[src/rtl/demux_pkg.sv]
// Shared constants and helpers for the buffered 1-to-2 demultiplexer.
// Optional cycle counters are enabled by defining DEMUX_CNT_EN.
package demux_pkg;
   localparam int CH0       = 0;
   localparam int CH1       = 1;
   localparam int NUM_CH    = 2;
   localparam int CNT_WIDTH = 8;

   // Pointer width for a power-of-2 FIFO depth (depth >= 2).
   function automatic int ptrw(input int depth);
      return $clog2(depth);
   endfunction
endpackage

[src/rtl/demux_fifo_ch.sv]
// Single-channel DEPTH-entry FIFO; head data is forced to 0 while empty.
// Caller guarantees push is only asserted when full is low.
module demux_fifo_ch
   import demux_pkg::*;
#(
   parameter int DATAWIDTH = 2,
   parameter int DEPTH     = 2,
   parameter int PTRW      = ptrw(DEPTH)
) (
   input  logic                 Clk,
   input  logic                 Rst,
   input  logic                 push,
   input  logic [DATAWIDTH-1:0] wdata,
   input  logic                 rd_ready,
   output logic [DATAWIDTH-1:0] rdata,
   output logic                 valid,
   output logic                 full
);
   logic [DATAWIDTH-1:0] mem [DEPTH];
   logic [PTRW-1:0]      wr_ptr, rd_ptr;
   logic [PTRW:0]        count;
   logic                 pop;

   assign valid = (count != '0);
   assign full  = (count == (PTRW+1)'(DEPTH));
   assign pop   = valid && rd_ready;
   assign rdata = valid ? mem[rd_ptr] : '0;

   // Storage is not reset; it is never visible while count is 0.
   always_ff @(posedge Clk) begin
      if (push) mem[wr_ptr] <= wdata;
   end

   always_ff @(posedge Clk or negedge Rst) begin
      if (!Rst) begin
         wr_ptr <= '0;
         rd_ptr <= '0;
         count  <= '0;
      end else begin
         if (push) wr_ptr <= (wr_ptr == PTRW'(DEPTH-1)) ? '0 : wr_ptr + 1'b1;
         if (pop)  rd_ptr <= (rd_ptr == PTRW'(DEPTH-1)) ? '0 : rd_ptr + 1'b1;
         case ({push, pop})
            2'b10:   count <= count + 1'b1;
            2'b01:   count <= count - 1'b1;
            default: count <= count;
         endcase
      end
   end
endmodule

[src/rtl/demux1x2_buf.sv]
// Buffered 1-to-2 demux: steers each accepted beat into a per-channel FIFO.
// Define DEMUX_CNT_EN to add saturating accepted-beat counters cnt0/cnt1.
module demux1x2_buf
   import demux_pkg::*;
#(
   parameter int DATAWIDTH = 2,
   parameter int DEPTH     = 2,
   parameter int PTRW      = ptrw(DEPTH)
) (
   input  logic                 Clk,
   input  logic                 Rst,
   input  logic [DATAWIDTH-1:0] a,
   input  logic                 sel,
   input  logic                 in_valid,
   output logic                 in_ready,
   output logic [DATAWIDTH-1:0] d0,
   output logic                 d0_valid,
   input  logic                 d0_ready,
   output logic [DATAWIDTH-1:0] d1,
   output logic                 d1_valid,
   input  logic                 d1_ready
`ifdef DEMUX_CNT_EN
   ,
   output logic [CNT_WIDTH-1:0] cnt0,
   output logic [CNT_WIDTH-1:0] cnt1
`endif
);
   logic [NUM_CH-1:0]                push, full, valid, rdy;
   logic [NUM_CH-1:0][DATAWIDTH-1:0] rdata;

   // Ready depends only on sel and the registered occupancy, never on d*_ready.
   assign in_ready = !full[sel];
   assign rdy      = {d1_ready, d0_ready};

   for (genvar k = 0; k < NUM_CH; k++) begin : g_ch
      assign push[k] = in_valid && in_ready && (sel == 1'(k));
      demux_fifo_ch #(.DATAWIDTH(DATAWIDTH), .DEPTH(DEPTH), .PTRW(PTRW)) u_fifo (
         .Clk      (Clk),
         .Rst      (Rst),
         .push     (push[k]),
         .wdata    (a),
         .rd_ready (rdy[k]),
         .rdata    (rdata[k]),
         .valid    (valid[k]),
         .full     (full[k])
      );
   end

   assign d0       = rdata[CH0];
   assign d0_valid = valid[CH0];
   assign d1       = rdata[CH1];
   assign d1_valid = valid[CH1];

`ifdef DEMUX_CNT_EN
   logic [NUM_CH-1:0][CNT_WIDTH-1:0] cnt_q;

   for (genvar k = 0; k < NUM_CH; k++) begin : g_cnt
      always_ff @(posedge Clk or negedge Rst) begin
         if (!Rst)                          cnt_q[k] <= '0;
         else if (push[k] && (cnt_q[k] != '1)) cnt_q[k] <= cnt_q[k] + 1'b1;
      end
   end

   assign cnt0 = cnt_q[CH0];
   assign cnt1 = cnt_q[CH1];
`endif
endmodule

[config.mk]
export PLATFORM = sky130hd
export DESIGN_NAME = demux1x2_buf
export DESIGN_NICKNAME = d
export VERILOG_FILES = /design/src/rtl/demux_pkg.sv /design/src/rtl/demux_fifo_ch.sv /design/src/rtl/demux1x2_buf.sv
export SDC_FILE = /design/constraint.sdc
export NUM_CORES = 1
export LEC_CHECK = 0
export BUFFER_PORTS_ARGS = -buffer_cell sky130_fd_sc_hd__buf_2
export CORE_ASPECT_RATIO = 1.4
export CORE_MARGIN = 4
export CORE_UTILIZATION = 30
export CTS_CLUSTER_DIAMETER = 150
export DETAILED_ROUTE_END_ITERATION = 7
export SLEW_MARGIN = 20
export SYNTH_ARGS = -nofsm -noshare
export SYNTH_HDL_FRONTEND = slang
export SYNTH_SLANG_ARGS = --single-unit
[constraint.sdc]
create_clock -name Clk -period 2.1 [get_ports Clk]
set_clock_uncertainty 0.1 [all_clocks]
set_input_delay 0.315 -clock Clk [delete_from_list [all_inputs] [get_ports Clk]]
set_output_delay 0.315 -clock Clk [all_outputs]
set_load 0.02 [all_outputs]
======== After elaboration in Yosys (flattened, before gate mapping) ========
Memory sizes are Yosys's and may differ from the RTL's.
Cells that the tools add are included.
word-level totals
  flip-flop bits (word level) ............. 8
  RAM bits ................................ 8
  bits of input ports ..................... 8
  output and inout bits ................... 7
  word-level logic and storage cells ...... 48
  memories kept ........................... 2
cells by class
  add/subtract/negate cells ............... 8
  $lt $le $gt $ge ......................... 1
  equality and inequality tests ........... 6
  muxes and demuxes ....................... 14
  bitwise logic cells ..................... 1
  reduce and logical (&&, ||, !) cells .... 10
memories
  memory              words  bits a word  read ports  clocked after memory_dff  wr ports  line                 text
  g_ch[0].u_fifo.mem  2      2            1           0                         1         demux_fifo_ch.sv:19  logic [DATAWIDTH-1:0] mem [DEPTH];
  g_ch[1].u_fifo.mem  2      2            1           0                         1         demux_fifo_ch.sv:19
operators with widths
  operator               count
  $mux W1                10
  $eq A2 B2 Y1 const B   4
  $pmux W2 S2            2
  $reduce_bool A2 Y1     4
  $logic_and A1 B1 Y1    5
  $add A1 B1 Y1 const B  4
  $add A2 B1 Y2 const B  2
  $eq A2 B1 Y1 const B   2
  $mux W2                2
  $sub A2 B1 Y2 const B  2
  $lt A1 B2 Y1 const B   1
  $logic_not A1 Y1       1
  $not A1 Y1             1

======== Depth between registers and ports, before layout ========
Gate-level depths: netlist of run 1.
  depth in word-level cells ............... 8
  mapped depth ............................ 6

======== By module ========
A second synthesis of run 1 with hierarchy kept.
unflattened totals
  cell total of the unflattened synthesis .. 55
  area total of the unflattened synthesis .. 719.4 µm²
by module, submodules not included
  module         times used  cells an instance  area an instance (µm²)
  demux_fifo_ch  2           26                 346.6
  demux1x2_buf   1           3                  26.3

======== Worst setup path before layout of run 1 ========
Ideal clock, no wire load.
  path type ............................... reg-to-reg
  start point ............................. register g_ch[1].u_fifo.count[0]
  end point ............................... register g_ch[1].u_fifo.count[1]
  library setup time ...................... 0.079 ns
  data arrival time ....................... 1.268 ns
  data required time ...................... 1.921 ns
  path slack .............................. 0.653 ns
  stages on the path, launching flop included .. 6
  period minus slack after synthesis ...... 1.447 ns
  cell sequence ........................... dfrtp_1 -> nor2_1 -> nor2b_2 -> ha_1 -> nor2_1 -> xor2_1
RTL lines
  element                                            line                 text
  start: declaration                                 demux_fifo_ch.sv:21  logic [PTRW:0] count;
  start signal: assignment                           demux_fifo_ch.sv:43  2'b10: count <= count + 1'b1;
  start signal: assignment                           demux_fifo_ch.sv:44  2'b01: count <= count - 1'b1;
  start signal: assignment                           demux_fifo_ch.sv:45  default: count <= count;
  $reduce_bool A2 Y1 *                               demux_fifo_ch.sv:24  assign valid = (count != '0);
  $logic_and A1 B1 Y1 *                              demux_fifo_ch.sv:26  assign pop = valid && rd_ready;
  net g_ch[1].u_fifo.pop                             demux_fifo_ch.sv:22  logic pop;
  $eq A2 B1 Y1 or $eq A2 B2 Y1 (tied branches)       demux_fifo_ch.sv:42  case ({push, pop})
  $pmux W2 S2 or $reduce_bool A2 Y1 (tied branches)  --
Mark *: on every way through the listed nets, which the timed path passes. The rest lies on a longest branch. The select of a mux whose other input is x is not followed.
A chain may end at the register's enable or synchronous reset.

======== Final worst setup path of run 1 ========
  start point ............................. register g_ch[0].u_fifo.count[0]
  end point ............................... output in_ready
on the way
  longest elaborated chain between the ends .. 4
ends and longest elaborated chain
  element                                     line                 text
  start: declaration                          demux_fifo_ch.sv:21
  start signal: assignment                    demux_fifo_ch.sv:43
  start signal: assignment                    demux_fifo_ch.sv:44
  start signal: assignment                    demux_fifo_ch.sv:45
  $eq A2 B2 Y1                                demux_fifo_ch.sv:25  assign full = (count == (PTRW+1)'(DEPTH));
  $mux W1 (implied by the code) (2 in a row)  demux1x2_buf.sv:32   assign in_ready = !full[sel];
  $logic_not A1 Y1                            demux1x2_buf.sv:32
  end: declaration                            demux1x2_buf.sv:15   output logic in_ready,
Every way passes these cells. The select of a mux whose other input is x is not followed.

==> results_dict.tcl, run 1 <==
set metrics [dict create \
    row_count 20 \
    drive_gt1_share_pct 31.1 \
    setup_ws_ns 0.371 \
    setup-tns-final_ns 0 \
    synth_cell_types 13 \
    core-area_mm2 0.00223 \
    syn_area_um2 716 \
    synth_area_per_cell_um2 13.0 \
    worstPathMaxFanout 4 \
    p_per_area_mw_per_mm2 1430 \
    htreeDepth 1 \
    slew_violations 0 \
    relSlewSlack_pct 79.1 \
    wl_per_cell_um 11.3 \
    clockBufferDepth 2 \
    required_ns 1.68 \
    initial_core_util_pct 32.1 \
    critPathKind "flip-flop to output pin" \
    via_per_inst 4.51 \
    cp-start-kind "flip-flop" \
    setup_viol 0 \
    areaGrowthSynthToFinish_pct 20.1 \
    synth_commonest_cells "12 x nor2_1, 8 x dfrtp_1, 8 x edfxtp_1" \
    clock.fmax_mhz 578 \
    drc 0 \
    synth-async-reset-ratio_pct 50.0 \
    synth_area_leaders "edfxtp_1 34%, dfrtp_1 28%, xnor2_1 7.3%, nor2_1 6.3%, mux2i_1 5.6%" \
    n_antenna_cell 0 \
    cts_root_buf "clkbuf_4" \
    post_cts_resized 0 \
    multiInputGateArea_um2 260 \
    drtIter0Drc 1 \
    hold_buffers 1 \
    vias 433 \
    grt_usage_pct 8.08 \
    power_uw 1230 \
    drtPass1Iterations 2 \
    layout.cells.non_filler 96 \
    ys_ff_latch 16 \
    dieArea_mm2 0.00324 \
    synth_edf_count 8 \
    synthCells 55 \
    antenna_found_initial 0 \
    finalHoldViolCount 0 \
    fp.dieH_um 65.8 \
    fin_crit_sh_pct 82.3 \
    seq_area_frac_synth_pct 61.5 \
    io_pins 15 \
    totalWireLength_mm 1.09 \
    synth_ff_type "edfxtp_1" \
    clock_latency_ns 0.27 \
    cts_tree "built" \
    postCtsSetupBuffers 0 \
    cap_violations 0 \
    synth.most_common_cell "nor2_1" \
    worst_pin_slew_ns 0.312 \
    numCtsBuffers 3 \
    min_period_ns 1.73 \
    grt_pass1_vias 486 \
    grt_pass1_wl_mm 1.98 \
    clkSlewWorstSetupHoldPaths_ns 0.09 \
    min_path_type "primary input to flip-flop" \
    synth_top_area_share_pct 33.6 \
    utilization_pct 38.6 \
    irDropWorstVdd_mv 0.445 \
    synth_top_area_cell "edfxtp_1" \
    globalplace.congestion 0.676 \
    endpoint_kind "output pin" \
    yosys_warnings 0 \
    dp_slack_ns 0.514 \
    syn_nets 65 \
    regArea_um2 440 \
    grt_max_degree 10 \
    dp.cells 91 \
    outcome "finished, final reports clean" \
    fp.dieW_um 49.3 \
    nFillCells 206 \
    rsz0062_at_grt "false" \
    hpwl_um 903 \
    clock-sinks 16 \
    p_leak_uw 0.000382 \
    overflow 0 \
    arrival_ns 1.31 \
    ant_nets 0 \
    io_buffers 14 \
    nets 85 \
]
stage by stage:
stage / instance area [um2] / hold slack, ns
after CTS: 860 / 0.166
after global placement: 813 / 0.0690
after global routing: 860 / 0.150
final: 860 / 0.166
after floorplan: 716 / -0.0806
after detailed placement: 813 / 0.0707
per-layer routing:
metal	vias to the layer above	wire [um]	track usage, %
met5	-	0	0
met4	0	34	6.41
met3	2	16	0.677
met2	7	609	14.9
met1	206	426	8.21
li1	218	-	-
cell type report:
cell class | instances | share of cell area (%)
clock buffer | 4 | 4.22
tap | 22 | 3.20
sequential | 16 | 51.2
multi-input combinational | 35 | 30.3
inverter | 4 | 1.75
timing repair buffer | 15 | 9.32
final timing paths:
check	from	to	slack, ns	cells past startpoint
setup / recovery	g_ch[0].u_fifo.count[0]	in_ready	0.37	3
hold / removal	a[0]	g_ch[0].u_fifo.mem[1][0]	0.17	1
setup reg to reg	g_ch[0].u_fifo.count[0]	g_ch[0].u_fifo.count[1]	0.50	5
hold reg to reg	g_ch[1].u_fifo.count[1]	g_ch[1].u_fifo.count[1]	0.40	1
max in group asynchronous	Rst	g_ch[1].u_fifo.count[0]	1.40	2
min in group asynchronous	Rst	g_ch[0].u_fifo.wr_ptr	0.32	2
critical path: stages (launching register included):
cell,delay [ns]
dfrtp_1,0.42
nand2b_1,0.20
mux2_2,0.27
buf_2,0.16
flip-flops by register name, summed over array words and instances, names as in the netlist:
register / count
g_ch.u_fifo.rd_ptr: 2
g_ch.u_fifo.count: 4
g_ch.u_fifo.mem: 8
g_ch.u_fifo.wr_ptr: 2
placed cells by master (no fill, tap or decap), drive strengths merged:
cell type	Yosys	layout
nor2b	2	2
ha	2	2
inv	4	4
buf	0	14
xnor2	6	6
nor2	12	12
clkbuf	0	4
nand3b	1	1
xor2	4	4
nand2b	2	2
dlygate4sd3	0	1
mux2i	4	4
mux2	1	1
nand3	1	1
dfrtp	8	8
edfxtp	8	8
where the power goes:
| part | internal (uW) | switching (uW) |
|---|---|---|
| Clock | 105 | 82.5 |
| Sequential | 437 | 93.5 |
| Combinational | 228 | 286 |
cells by family (layout without fill, tap and decap cells):
group / after synthesis / in the layout / synth area share [%]
and+or+nand+nor: 18 / 18 / 13.5
DFF: 16 / 16 / 61.5
xor gates and xnor gates: 10 / 10 / 12.2
muxes: 5 / 5 / 7.17
buffers and inverters: 4 / 23 / 2.10
adders and majority gates: 2 / 2 / 3.50
Note: power is estimated with default switching activity, not from simulation.
==> run 2, diff against run 1 <==
==> constraint.sdc (replaced) <==
create_clock -name Clk -period 1.66 [get_ports Clk]
set_clock_uncertainty 0.1 [all_clocks]
set_input_delay 0.249 -clock Clk [delete_from_list [all_inputs] [get_ports Clk]]
set_output_delay 0.249 -clock Clk [all_outputs]
set_load 0.02 [all_outputs]
==> run 2 against run 1 <==
Against the previous run: sequential power rose by 26%; first-iteration DRC count rose by 100%; worst hold slack got worse by 0.078 ns; largest power group is now combinational logic; highest routed layer unchanged.
==> results_dict.tcl, run 2 (synthesized netlist as in run 1, its figures left out) <==
set metrics [dict create \
    via_per_inst 4.44 \
    endpoint_kind "output pin" \
    hpwl_um 912 \
    clock_latency_ns 0.28 \
    fp.dieH_um 65.8 \
    largest_reg_flops 8 \
    comb_power_share_pct 45.7 \
    drc 0 \
    n_antenna_cell 0 \
    relSlewSlack_pct 86.6 \
    critPathKind "flip-flop to output pin" \
    path_cells "nand2b_1, mux2_2, buf_2" \
    grt_max_degree 10 \
    io_pins 15 \
    pwr-share-seq_pct 39.6 \
    largest_register "g_ch.u_fifo.mem" \
    overflow 0 \
    dieArea_mm2 0.00324 \
    fp.dieW_um 49.3 \
    antenna_found_initial 0 \
    nFillCells 218 \
    nets 91 \
    slew_violations 0 \
    dp_slack_ns 0.164 \
    cts_tree "built" \
    arrival_ns 1.27 \
    drive_gt1_share_pct 37.5 \
    drtIter0Drc 2 \
    htreeDepth 1 \
    cap_violations 0 \
    clockBufferDepth 2 \
    rsz0062_at_grt "true" \
    setup_ws_ns 0.0411 \
    min_path_type "primary input to flip-flop" \
    reg2reg_slack_ns 0.18 \
    areaGrowthSynthToFinish_pct 27.4 \
    p_leak_uw 0.000417 \
    irDropWorstVdd_mv 0.713 \
    p_sw_uw 611 \
    ant_nets 0 \
    required_ns 1.31 \
    reg_top3 "g_ch.u_fifo.mem (8), g_ch.u_fifo.count (4)" \
    io_buffers 14 \
    switching_share_pct 36.2 \
    worstPathMaxFanout 3 \
    totalWireLength_mm 1.12 \
    layout_commonest_cell "buf_2" \
    power_uw 1690 \
    cts_root_buf "clkbuf_4" \
    drtPass1Iterations 2 \
    clock-sinks 16 \
    worst_pin_slew_ns 0.200 \
    outcome "finished, final reports clean" \
    row_count 20 \
    finalHoldViolCount 0 \
    crit_slowest_cell "dfrtp_1" \
    internal_power_uw 1080 \
    grt_pass1_wl_mm 2.07 \
    min_period_ns 1.62 \
    grt_usage_pct 8.50 \
    initial_core_util_pct 32.1 \
    globalplace.congestion 0.683 \
    core-area_mm2 0.00223 \
    p_clk_share_pct 14.7 \
    cp-start-kind "flip-flop" \
    fin_crit_sh_pct 97.5 \
    p_per_area_mw_per_mm2 1850 \
    wl_per_cell_um 11.0 \
    vias 453 \
    max_stage_delay_ns 0.40 \
    numCtsBuffers 3 \
    clock.fmax_mhz 618 \
    setup_viol 0 \
    most-common-layout-cells "14 x buf_2, 12 x nor2_1, 8 x dfrtp_1, 8 x edfxtp_1" \
    clkSlewWorstSetupHoldPaths_ns 0.09 \
    grt_pass1_vias 512 \
]
run 2: cell count changes in the layout (fill, tap and decap cells not counted):
cell / before / now
nand2b_1: 2 / 1
buf_4: 0 / 6
nand2b_4: 0 / 1
run 2: through the flow:
stage / hold slack, ns / TNS (ns) / cells / area [um2] / util [%]
CTS: 0.0871 / 0 / 101 / 897 / 40.3
floorplan: -0.147 / 0 / 55 / 716 / -
global placement: 0.00355 / 0 / 93 / 828 / 37.2
detailed placement: 0.00574 / 0 / 93 / 828 / 37.2
finish: 0.0879 / 0 / 102 / 912 / 41.0
global route: 0.0810 / -0.0855 / 102 / 912 / 41.0
run 2: area by class of cell:
cell class | count | area [um2] | area share [%]
multi-input cells | 35 | 268 | 29.4
clock buffers | 4 | 36.3 | 3.98
well taps | 22 | 27.5 | 3.02
flip-flops and latches | 16 | 440 | 48.3
inverters | 4 | 15.0 | 1.65
repair buffers | 21 | 125 | 13.7
run 2: repair_timing:
action | CTS | global route
cloned | 0 | 0
endpoints found under the setup margin | 1 | 4
endpoints found under the hold margin | 8 | 0
setup buffers | 3 | 1
hold buffers | 1 | 0
resized for setup | 0 | 1
run 2: layer usage:
| metal | wire length [um] | vias to the layer above | GRT usage [%] |
|---|---|---|---|
| li1 | - | 232 | - |
| met1 | 464 | 212 | 9.18 |
| met2 | 601 | 7 | 14.8 |
| met3 | 19 | 2 | 0.677 |
| met4 | 34 | 0 | 7.47 |
| met5 | 0 | - | 0 |
run 2: worst paths after layout:
kind                                              start                  endpoint  cells after the start
min in group asynchronous                           Rst   g_ch[1].u_fifo.count[0]                      2
worst max-delay path            g_ch[0].u_fifo.count[0]                  in_ready                      3
max in group asynchronous                           Rst   g_ch[0].u_fifo.count[1]                      2
worst min register to register  g_ch[0].u_fifo.count[1]   g_ch[0].u_fifo.count[1]                      1
worst min-delay path                               a[1]  g_ch[1].u_fifo.mem[0][1]                      1
worst max register to register  g_ch[0].u_fifo.count[1]   g_ch[0].u_fifo.count[1]                      5
run 2: power by group through the flow:
| stage | clock, uW | combinational [uW] | sequential (uW) |
|---|---|---|---|
| after floorplan | 0 | 496 | 657 |
| after global placement | 0 | 673 | 677 |
| after detailed placement | 0 | 682 | 684 |
| after CTS | 253 | 755 | 663 |
| after global routing | 271 | 867 | 692 |
| final | 248 | 771 | 669 |
run 2: worst max-delay path: cells and delay by family, from the launching register on:
family	cells	cell delay [ns]
DFF	1	0.40
and+or+nand+nor	1	0.18
muxes	1	0.26
buffers and inverters	1	0.16
==> run 3, diff against run 2 <==
--- a/config.mk
+++ b/config.mk
@@ -7,10 +7,10 @@
 export LEC_CHECK = 0
 export BUFFER_PORTS_ARGS = -buffer_cell sky130_fd_sc_hd__buf_2
 export CORE_ASPECT_RATIO = 1.4
-export CORE_MARGIN = 4
 export CORE_UTILIZATION = 30
 export CTS_CLUSTER_DIAMETER = 150
 export DETAILED_ROUTE_END_ITERATION = 7
+export PLACE_DENSITY = 0.53
 export SLEW_MARGIN = 20
 export SYNTH_ARGS = -nofsm -noshare
 export SYNTH_HDL_FRONTEND = slang
==> run 3 against run 2 <==
Against the previous run: core utilization is 0.41 points higher; highest routed layer unchanged; first-iteration DRC count grew to 3.0 times the previous value; flip-flop and latch count unchanged; via count decreased by 1.5%; sequential share of layout area rose by 0.066 points; clock power down 26%; largest cell class unchanged.
==> results_dict.tcl, run 3 (synthesized netlist as in run 1, its figures left out) <==
set metrics [dict create \
    cts_root_buf "clkbuf_4" \
    outcome "finished, final reports clean" \
    min_path_type "primary input to flip-flop" \
    nets 91 \
    io_pins 15 \
    drtIter0Drc 6 \
    io_buffers 14 \
    largest_register "g_ch.u_fifo.mem" \
    htreeDepth 1 \
    antenna_found_initial 0 \
    worstPathMaxFanout 4 \
    worst_pin_slew_ns 0.195 \
    drive_gt1_share_pct 40.5 \
    clock_latency_ns 0.27 \
    grt_max_degree 9 \
    setup_viol 0 \
    clock.fmax_mhz 620 \
    cp-start-kind "flip-flop" \
    areaGrowthSynthToFinish_pct 27.3 \
    fin_crit_sh_pct 97.1 \
    most-common-layout-cells "14 x buf_2, 10 x nor2_1, 8 x dfrtp_1, 8 x edfxtp_1" \
    fp.dieH_um 59.8 \
    irDropWorstVdd_mv 0.670 \
    critPathKind "flip-flop to output pin" \
    required_ns 1.31 \
    grt_pass1_wl_mm 1.88 \
    hpwl_um 828 \
    clock-sinks 16 \
    ant_nets 0 \
    initial_core_util_pct 32.5 \
    fp.dieW_um 43.3 \
    totalWireLength_mm 1.10 \
    n_antenna_cell 0 \
    via_per_inst 4.42 \
    numCtsBuffers 3 \
    layout_commonest_cell "buf_2" \
    drtPass1Iterations 4 \
    setup-tns-final_ns 0 \
    grt_pass1_vias 454 \
    cap_violations 0 \
    overflow 0 \
    grt_usage_pct 9.99 \
    clockBufferDepth 2 \
    p_per_area_mw_per_mm2 1820 \
    finalHoldViolCount 0 \
    arrival_ns 1.26 \
    core-area_mm2 0.00220 \
    utilization_pct 41.4 \
    vias 446 \
    min_period_ns 1.61 \
    relSlewSlack_pct 86.9 \
    largest_reg_flops 8 \
    cts_tree "built" \
    reg_top3 "g_ch.u_fifo.mem (8), g_ch.u_fifo.count (4)" \
    globalplace.congestion 0.672 \
    slew_violations 0 \
    drc 0 \
    dieArea_mm2 0.00259 \
    clkSlewWorstSetupHoldPaths_ns 0.08 \
    hold_ws_ns 0.101 \
    row_count 20 \
    wl_per_cell_um 10.9 \
    endpoint_kind "output pin" \
    p_leak_uw 0.000416 \
]
[run 3: repair_timing]
item,4_1_cts,5_1_grt
gates resized for setup,0,4
endpoints found under the setup margin,1,3
endpoints found under the hold margin,8,0
gates cloned,0,0
hold buffers,1,0
setup buffers,2,2
[run 3: worst paths after layout]
check                      cells past startpoint  slack, ns                    start                        to
min in group asynchronous                      2       0.27                      Rst   g_ch[1].u_fifo.count[1]
max in group asynchronous                      2       1.02                      Rst   g_ch[0].u_fifo.count[1]
max                                            3       0.05  g_ch[1].u_fifo.count[0]                  in_ready
max reg2reg                                    5       0.18  g_ch[0].u_fifo.count[0]   g_ch[0].u_fifo.count[1]
min reg2reg                                    1       0.41    g_ch[1].u_fifo.wr_ptr     g_ch[1].u_fifo.wr_ptr
min                                            1       0.10                     a[1]  g_ch[1].u_fifo.mem[0][1]
[run 3: metrics by stage]
| step | total power (uW) | cell area, um2 | std cells | setup WS, ns |
|---|---|---|---|---|
| detailed placement | 1360 | 828 | 93 | 0.147 |
| CTS | 1590 | 876 | 99 | 0.00247 |
| finish | 1660 | 911 | 101 | 0.0483 |
| global route | 1790 | 911 | 101 | -0.00197 |
| global placement | 1350 | 828 | 93 | 0.165 |
| floorplan | 1150 | 716 | 55 | 0.213 |
[run 3: cell type report]
| cell class | count | area (um2) |
|---|---|---|
| fill | 221 | 1290 |
| multi-input combinational | 35 | 280 |
| clock buffer | 3 | 22.5 |
| timing repair buffer | 21 | 125 |
| sequential | 16 | 440 |
| inverter | 4 | 15.0 |
| tap | 22 | 27.5 |
[run 3: where the power goes]
part           leakage [uW]  switching [uW]  internal, uW
logic              0.000235             377           410
registers          0.000167             134           553
clock network     0.0000138            99.8          83.8
total              0.000416             611          1050
[run 3: critical path: stages, from the launching register on]
cell	delay, ns
dfrtp_1	0.42
nand2b_4	0.16
mux2_2	0.25
buf_2	0.16
[run 3: metal layers]
| metal | part of all wire (%) | global-route usage (%) |
|---|---|---|
| met3 | 3.2 | 1.81 |
| met5 | 0 | 0 |
| met2 | 51 | 15.6 |
| met1 | 45 | 12.0 |
| met4 | 1.5 | 7.79 |
